## src/rtl/tm_program_loader.sv

```systemverilog
// Replays a ROM program image into the Turing machine's input_data/Next/Done button
// interface, then steps the machine (free-run or single-step) until compute_done.
module tm_program_loader #(
    parameter int AW        = 6,
    parameter int W         = 64,
    parameter int RA        = 8,
    parameter int PULSE_CYC = 4,
    parameter int GAP_CYC   = 4,
    parameter int FILL_CYC  = 70
) (
    input  logic          clock,
    input  logic          reset,
    input  logic          start,
    input  logic          run,
    input  logic          step,
    output logic [RA-1:0] rom_addr,
    input  logic [AW-1:0] rom_data,
    input  logic          compute_done,
    output logic [AW-1:0] input_data,
    output logic          Next,
    output logic          Done,
    output logic          busy,
    output logic          loaded,
    output logic          error,
    output logic [3:0]    dbg_state,
    output logic [2:0]    dbg_phase
);

    // Handshake: none. Every Next/Done pulse is PULSE_CYC high then GAP_CYC low, and
    // input_data changes only in LATCH, at least one SETUP cycle before Next rises.
    localparam logic [3:0] ST_IDLE     = 4'd0;
    localparam logic [3:0] ST_FETCH    = 4'd1;
    localparam logic [3:0] ST_LATCH    = 4'd2;
    localparam logic [3:0] ST_SETUP    = 4'd3;
    localparam logic [3:0] ST_HIGH     = 4'd4;
    localparam logic [3:0] ST_LOW      = 4'd5;
    localparam logic [3:0] ST_FILL     = 4'd6;
    localparam logic [3:0] ST_RUN_WAIT = 4'd7;
    localparam logic [3:0] ST_STEP_HI  = 4'd8;
    localparam logic [3:0] ST_STEP_LO  = 4'd9;
    localparam logic [3:0] ST_HALTED   = 4'd10;
    localparam logic [3:0] ST_ERROR    = 4'd11;

    // Phase records which image field the shared fetch/pulse states are working on.
    localparam logic [2:0] PH_S     = 3'd0;
    localparam logic [2:0] PH_T     = 3'd1;
    localparam logic [2:0] PH_TABLE = 3'd2;
    localparam logic [2:0] PH_DONE1 = 3'd3;
    localparam logic [2:0] PH_A     = 3'd4;
    localparam logic [2:0] PH_M     = 3'd5;
    localparam logic [2:0] PH_TAPE  = 3'd6;
    localparam logic [2:0] PH_DONE2 = 3'd7;

    localparam int CMAX = (FILL_CYC > PULSE_CYC + GAP_CYC) ? FILL_CYC : PULSE_CYC + GAP_CYC;
    localparam int CW   = $clog2(CMAX + 1);

    logic [3:0]    state_q, state_d;
    logic [2:0]    phase_q, phase_d;
    logic [RA-1:0] ptr_q, ptr_d;
    logic          wrap_q, wrap_d;
    logic [AW-1:0] data_q, data_d;
    logic [AW-1:0] count_q, count_d;
    logic [AW-1:0] word_q, word_d;
    logic [CW-1:0] cyc_q, cyc_d;
    logic          loaded_q, loaded_d;
    logic          step_prev_q, step_prev_d;

    logic          step_edge;
    logic          is_done_phase;
    logic [AW-1:0] word_inc;

    assign step_edge     = step && !step_prev_q;
    assign is_done_phase = (phase_q == PH_DONE1) || (phase_q == PH_DONE2);
    assign word_inc      = word_q + AW'(1);

    always_comb begin
        state_d     = state_q;
        phase_d     = phase_q;
        ptr_d       = ptr_q;
        wrap_d      = wrap_q;
        data_d      = data_q;
        count_d     = count_q;
        word_d      = word_q;
        cyc_d       = cyc_q;
        loaded_d    = loaded_q;
        step_prev_d = step;

        case (state_q)
            ST_IDLE: begin
                if (start) begin
                    state_d = ST_FETCH;
                    phase_d = PH_S;
                    ptr_d   = '0;
                    wrap_d  = 1'b0;
                end
            end

            ST_FETCH: begin
                // A pointer that already wrapped would re-read the image start.
                if (wrap_q) begin
                    state_d = ST_ERROR;
                end else begin
                    ptr_d   = ptr_q + RA'(1);
                    wrap_d  = (ptr_q == '1);
                    state_d = ST_LATCH;
                end
            end

            ST_LATCH: begin
                case (phase_q)
                    PH_S: begin
                        if (rom_data == '0) begin
                            state_d = ST_ERROR;
                        end else begin
                            data_d  = rom_data;
                            state_d = ST_SETUP;
                        end
                    end
                    PH_T, PH_M: begin
                        count_d = rom_data;
                        word_d  = '0;
                        if (rom_data == '0) begin
                            phase_d = (phase_q == PH_T) ? PH_DONE1 : PH_DONE2;
                            state_d = ST_HIGH;
                            cyc_d   = '0;
                        end else begin
                            phase_d = (phase_q == PH_T) ? PH_TABLE : PH_TAPE;
                            state_d = ST_FETCH;
                        end
                    end
                    PH_A: begin
                        if (int'(rom_data) > W - 2) begin
                            state_d = ST_ERROR;
                        end else begin
                            data_d  = rom_data;
                            state_d = ST_SETUP;
                        end
                    end
                    default: begin
                        data_d  = rom_data;
                        state_d = ST_SETUP;
                    end
                endcase
            end

            ST_SETUP: begin
                state_d = ST_HIGH;
                cyc_d   = '0;
            end

            ST_HIGH: begin
                if (cyc_q == CW'(PULSE_CYC - 1)) begin
                    state_d = ST_LOW;
                    cyc_d   = '0;
                end else begin
                    cyc_d = cyc_q + CW'(1);
                end
            end

            ST_LOW: begin
                if (cyc_q == CW'(GAP_CYC - 1)) begin
                    cyc_d = '0;
                    case (phase_q)
                        PH_S: begin
                            phase_d = PH_T;
                            state_d = ST_FETCH;
                        end
                        PH_TABLE, PH_TAPE: begin
                            word_d = word_inc;
                            if (word_inc == count_q) begin
                                phase_d = (phase_q == PH_TABLE) ? PH_DONE1 : PH_DONE2;
                                state_d = ST_HIGH;
                            end else begin
                                state_d = ST_FETCH;
                            end
                        end
                        PH_DONE1: begin
                            phase_d = PH_A;
                            state_d = ST_FETCH;
                        end
                        PH_A, PH_DONE2: begin
                            state_d = ST_FILL;
                        end
                        default: begin
                            state_d = ST_ERROR;
                        end
                    endcase
                end else begin
                    cyc_d = cyc_q + CW'(1);
                end
            end

            ST_FILL: begin
                // Gives the machine time to sweep its memory before the next field.
                if (cyc_q == CW'(FILL_CYC - 1)) begin
                    cyc_d = '0;
                    if (phase_q == PH_A) begin
                        phase_d = PH_M;
                        state_d = ST_FETCH;
                    end else begin
                        loaded_d = 1'b1;
                        state_d  = ST_RUN_WAIT;
                    end
                end else begin
                    cyc_d = cyc_q + CW'(1);
                end
            end

            ST_RUN_WAIT: begin
                if (compute_done) begin
                    state_d = ST_HALTED;
                end else if (run || step_edge) begin
                    state_d = ST_STEP_HI;
                    cyc_d   = '0;
                end
            end

            ST_STEP_HI: begin
                if (cyc_q == CW'(PULSE_CYC - 1)) begin
                    state_d = ST_STEP_LO;
                    cyc_d   = '0;
                end else begin
                    cyc_d = cyc_q + CW'(1);
                end
            end

            ST_STEP_LO: begin
                // Step edges seen here are dropped; only RUN_WAIT consumes them.
                if (cyc_q == CW'(GAP_CYC - 1)) begin
                    state_d = ST_RUN_WAIT;
                    cyc_d   = '0;
                end else begin
                    cyc_d = cyc_q + CW'(1);
                end
            end

            ST_HALTED: state_d = ST_HALTED;
            ST_ERROR:  state_d = ST_ERROR;
            default:   state_d = ST_ERROR;
        endcase
    end

    always_ff @(posedge clock) begin
        if (reset) begin
            state_q     <= ST_IDLE;
            phase_q     <= PH_S;
            ptr_q       <= '0;
            wrap_q      <= 1'b0;
            data_q      <= '0;
            count_q     <= '0;
            word_q      <= '0;
            cyc_q       <= '0;
            loaded_q    <= 1'b0;
            step_prev_q <= 1'b0;
        end else begin
            state_q     <= state_d;
            phase_q     <= phase_d;
            ptr_q       <= ptr_d;
            wrap_q      <= wrap_d;
            data_q      <= data_d;
            count_q     <= count_d;
            word_q      <= word_d;
            cyc_q       <= cyc_d;
            loaded_q    <= loaded_d;
            step_prev_q <= step_prev_d;
        end
    end

    // Buttons are gated by reset so a pulse in flight drops immediately.
    assign Next       = !reset && (((state_q == ST_HIGH) && !is_done_phase) || (state_q == ST_STEP_HI));
    assign Done       = !reset && (state_q == ST_HIGH) && is_done_phase;
    assign busy       = !((state_q == ST_IDLE) || (state_q == ST_HALTED) || (state_q == ST_ERROR));
    assign loaded     = loaded_q;
    assign error      = (state_q == ST_ERROR);
    assign rom_addr   = ptr_q;
    assign input_data = data_q;
    assign dbg_state  = state_q;
    assign dbg_phase  = phase_q;

endmodule

```

## config.mk

```make
export PLATFORM = sky130hd
export DESIGN_NAME = tm_program_loader
export DESIGN_NICKNAME = d
export VERILOG_FILES = /design/src/rtl/tm_program_loader.sv
export SDC_FILE = /design/constraint.sdc
export NUM_CORES = 1
export LEC_CHECK = 0
export CORE_UTILIZATION = 54
export CTS_CLUSTER_SIZE = 24
export DETAILED_ROUTE_END_ITERATION = 8
export PLACE_DENSITY = 0.89
export SETUP_SLACK_MARGIN = 0.5
export SLEW_MARGIN = 20
export SYNTH_ARGS = -nofsm -noshare
export SYNTH_HDL_FRONTEND = slang
export SYNTH_SLANG_ARGS = --single-unit
```

## constraint.sdc

```tcl
create_clock -name clock -period 2.6 [get_ports clock]
set_clock_uncertainty 0.1 [all_clocks]
set_input_delay 0.52 -clock clock [delete_from_list [all_inputs] [get_ports clock]]
set_output_delay 0.52 -clock clock [all_outputs]
set_load 0.01 [all_outputs]
```

# Yosys cells after proc, flatten, opt, wreduce, memory -nomap -nowiden
# Cells that the tools add are included.
# op_classes
add_sub_neg	3
n_mul	0
n_div	0
order_cmp	1
eq_ne	40
shift	0
n_mux	49
n_bitwise	2
n_reduce_logical	35
# ops
operator	count
4-bit two-way mux	11
4-bit case mux with 11 select lines	1
7-bit two-way mux	6
3-bit two-way mux	13
7-bit case mux with 5 select lines	1
6-bit two-way mux	5
2-bit inequality test, second input constant	13
4-bit case mux with 3 select lines	2
6-bit case mux with 3 select lines	1
4-bit by 3-bit == test with 1-bit output, second input constant	4
4-bit == test, second input constant	4
8-bit two-way mux	2
8-bit case mux with 2 select lines	1
3-bit == test, second input constant	4
3-bit case mux with 4 select lines	1
6-bit case mux with 2 select lines	1
3-bit case mux with 3 select lines	1
8-bit by 1-bit adder with 8-bit output, second input constant	1
4-bit by 2-bit == test with 1-bit output, second input constant	2
8-bit == test, second input constant	1
4-bit AND reduction	2
8-bit AND reduction	1
2-bit OR reduction	4
7-bit by 1-bit adder with 7-bit output, second input constant	1
28 further kinds	47
# word_totals
register_bits	43
latchBits	0
ramBits	0
mem_bits_ro	0
inputBits	12
out_inout_bits	26
wordCells	140
mem_count	0

# Logic depth before layout (Yosys ltp)
# logic_depth
ltp_word	6
ltp_mapped	8
ltp_nobuf	7

# Least setup slack after synthesis
# Ideal clock, no wire load.
# synth_timing
kind	input to register
startpoint	input rom_data[2]
endpoint	register data_q[0] (netlist: input_data[0])
setup_time_ps	128
arrival_time_ps	2069
t_required_ps	2372
path_slack_ps	304
path_stages	6
n_path_buf	0
cell_sequence	or4_4 -> or3_1 -> a211o_1 -> nand3_2 -> mux2i_1 -> nor2_1
# synth_via
elab_chain_len	3
elab_cells_between_ends	5
classes_between	1 x order compare; 2 x eq/ne; 2 x reduce/logical
# synth_lines
item	line	rtl
from (decl)	17	input logic [AW-1:0] rom_data,
6-bit greater-than comparator / 6-bit logical NOT (equally long branches)	132, 112	
2-bit inequality test (no line)	n/a	
4-bit AND reduction (no line) (*)	n/a	
to (signal assigned)	260	data_q <= data_d;
to (decl)	61	logic [AW-1:0] data_q, data_d;
# Mark *: on every way between the ends. The rest lies on a longest branch, timed or not.
# A chain may end at the register's enable or synchronous reset.

# Worst setup path after layout
# layout_timing
startpoint	register cyc_q[3]
endpoint	register phase_q[2] (netlist: dbg_phase[2])
# layout_via
elab_chain_len	3
elab_cells_between_ends	5
classes_between	4 x eq/ne; 1 x reduce/logical
# layout_lines
item	line	rtl
from (decl)	64	logic [CW-1:0] cyc_q, cyc_d;
from (signal assigned)	263	cyc_q <= cyc_d;
7-bit == test / 7-bit by 2-bit == test with 1-bit output (equally long branches)	195, 161	
2-bit inequality test (no line)	n/a	
8-bit AND reduction (no line) (*)	n/a	
to (signal assigned)	257	phase_q <= phase_d;
to (decl)	58	logic [2:0] phase_q, phase_d;
# Marked as above.

==> flow_summary.toml <==
[sta]
fin_crit_sh_pct = 86.7
tightest_slew_ps = 452
hold_viol = 0
finalSetupViolCount = 0
relSlewSlack_pct = 69.7
hold_ws_ps = 387
rsz0062_at_grt = "true"
period_needed_ps = 2250
fmax_mhz = 444
drv_slew = 0

[yosys]
yosys-top-cells-area = "dfxtp_1, nor2_1, mux2i_1"
syn_nets = 336
synth_top_area_share_pct = 33.4
yosysMostFrequentCell = "nor2_1"
synth-seq-cells = 43
ys.flop_type = "dfxtp_1"
synth_area_leader_cell = "dfxtp_1"
mappedNetlistArea_sq_um = 2580
synth_cell_types = 56
synth_commonest_cells = "nor2_1, dfxtp_1, a21oi_1, nand2_1, o21ai_0"
yosys_warnings = 0
synth_edf_count = 0
async_reset_ff_share_pct = 0
ys_seq_area_share_pct = 33.4
avgSynthCellArea_sq_um = 8.05
syn_inst = 320

[global_routing]
gr-total-overflow = 0
grt_pass1_wl_microns = 12600
grt_usage_pct = 32.0
antenna_found_initial = 0
grt_pass1_vias = 2705
grt_max_degree = 32

[clock_network]
cts_tree = "yes"
cts_made_buffers = 5
h-tree-depth = 2
cts.sinks = 43
clkTransAtPathRegs_ps = 80
root_buffer = "clkbuf_8"
clock_latency_ps = 310
cts.path.max_buffers = 2

[placed_design]
io_buffers = 37
dp_cells = 419
gp_congestion = 0.926
hpwl_microns = 4700

[worst_setup_path]
rr_startpoint = "cyc_q[3]$_SDFFE_PP0P_"
required_ps = 2700
worstPathMaxFanout = 4
crit_type = "register to register"
cp-end-kind = "register"
reg2reg_slack_ps = 350
cp.arrival_ps = 2350
slowest_delay_ps = 530
cp_slowest_cell = "or4b_4"
r2r_end = "dbg_phase[2]$_SDFFE_PP0P_"
start_kind = "register"
path_cells = "nor3_4 > a41oi_2 > a211oi_2 > or4b_4 > a21oi_2 > mux2_4"
rr_worst_depth = 6

[finish]
antenna_cells_inserted = 0
instances_no_fill = 446
fillCellCount = 245
multiInputGateArea_sq_um = 1830
drive_gt1_share_pct = 30.5
syn2layout_area_growth_pct = 39.2
regArea_sq_um = 893
fin_nets = 411

[power]
p_total_mw = 2.67
cellPowerDensity_nw_per_um2 = 745
leakagePower_nw = 1.37
vdd_drop_max_mv = 0.530

[floorplanning]
rows = 24
start_util_pct = 57.6
coreArea_sq_um = 4470
die_area_sq_um = 5050
ios = 38
die_w_microns = 71.1
die_y_microns = 71.1

[flow_run]
max-cap-violations = 0

[routing]
drc = 0
detail-route-antenna-nets = 0
vias = 2922
post_drt_via_cell_ratio = 6.55
wire_per_inst_microns = 18.6
drtIter0Drc = 307
dr.pass1.iters = 7
finalWirelength_microns = 8320

[status]
status = "finished clean"

[worst_hold_path]
worstHoldStart = "loaded$_SDFFE_PP0P_"
hp-class = "register to register"
min_to = "loaded$_SDFFE_PP0P_"
worstHoldPathCells = 2
cells in the final DEF, fill, tap and decap left out, drive strengths merged, types with 5 or more instances in the layout:
cell type and n:
xor2 9, nand2 21, a21oi 27, xnor2 9, nor3 7, buf 52
nand2b 8, inv 5, dfxtp 43, nor2b 6, nand3 14, mux2i 14
nor2 49, o21ai 16, a211oi 5, or3 11, clkdlybuf4s50 26, clkbuf 6
repair_timing:
| item | CTS | global route |
|---|---|---|
| endpoints found under the setup margin | 34 | 31 |
| setup buffers | 19 | 2 |
| resized for setup | 63 | 26 |
| hold buffers | 0 | 0 |
| pin swaps | 15 | 11 |
stage by stage:
stage	area (sq um)	setup WS (ps)	util, %	setup TNS, ps
floorplan	2620	344	-	0
global placement	3170	-174	70.9	-1780
detailed placement	3170	-231	70.9	-2510
CTS	3490	382	77.9	0
global route	3590	291	80.2	0
finish	3590	346	80.2	0
layout make-up:
type | instances | area share [%]
clock buffers | 5 | 1.92
clock inverters | 1 | 0.209
inverters | 6 | 0.732
multi-input cells | 256 | 51.0
flip-flops and latches | 43 | 24.9
well taps | 52 | 1.81
repair buffers | 83 | 19.4
report_power, final:
group | total, mW | internal (mW) | switching (mW)
Clock | 0.407 | 0.178 | 0.229
Sequential | 0.865 | 0.743 | 0.122
Combinational | 1.40 | 0.672 | 0.729
sequential cells by signal (all words and copies together) (netlist names):
| signal | flops |
|---|---|
| count_q | 6 |
| cyc_q | 7 |
| dbg_phase | 3 |
| dbg_state | 4 |
| input_data | 6 |
| loaded | 1 |
| rom_addr | 8 |
| step_prev_q | 1 |
| word_q | 6 |
| wrap_q | 1 |
how the worst max path moves through the flow:
stage                                      from                    endpoint  slack (ps)  depth (start not counted)
after global routing                rom_data[5]       cyc_q[2]$_SDFFE_PP0P_         290                          8
after global placement              rom_data[2]       cyc_q[4]$_SDFFE_PP0P_        -170                          6
final                     cyc_q[3]$_SDFFE_PP0P_   dbg_phase[2]$_SDFFE_PP0P_         350                          6
after CTS                           rom_data[5]       cyc_q[3]$_SDFFE_PP0P_         380                          8
after detailed placement            rom_data[2]       cyc_q[3]$_SDFFE_PP0P_        -230                          6
after floorplan                     rom_data[2]  input_data[0]$_SDFFE_PP0P_         340                          6
metal layers:
| metal | routed length, microns | share of wire (%) | GRT usage [%] |
|---|---|---|---|
| met1 | 3200 | 38 | 38.5 |
| met2 | 3870 | 47 | 51.9 |
| met3 | 816 | 9.8 | 8.55 |
| met4 | 432 | 5.2 | 17.8 |
| met5 | 0 | 0 | 0 |
critical path: cells and delay by family, from the launching register on:
kind,cells,cell delay [ps]
AND/OR/NAND/NOR,2,790
multiplexers,1,300
flip-flops,1,360
AO/OA/AOI/OAI,3,590
kinds of logic after synthesis:
kind of cell,count (synthesis),synth area share [%]
flip-flops,43,33.4
adder cells (fa/ha/maj),4,1.94
AO/OA/AOI/OAI,72,18.4
multiplexers,15,5.87
buffers and inverters,21,3.45
AND/OR/NAND/NOR,147,30.8
XOR/XNOR,18,6.12
Note: power is estimated with default switching activity, not from simulation.
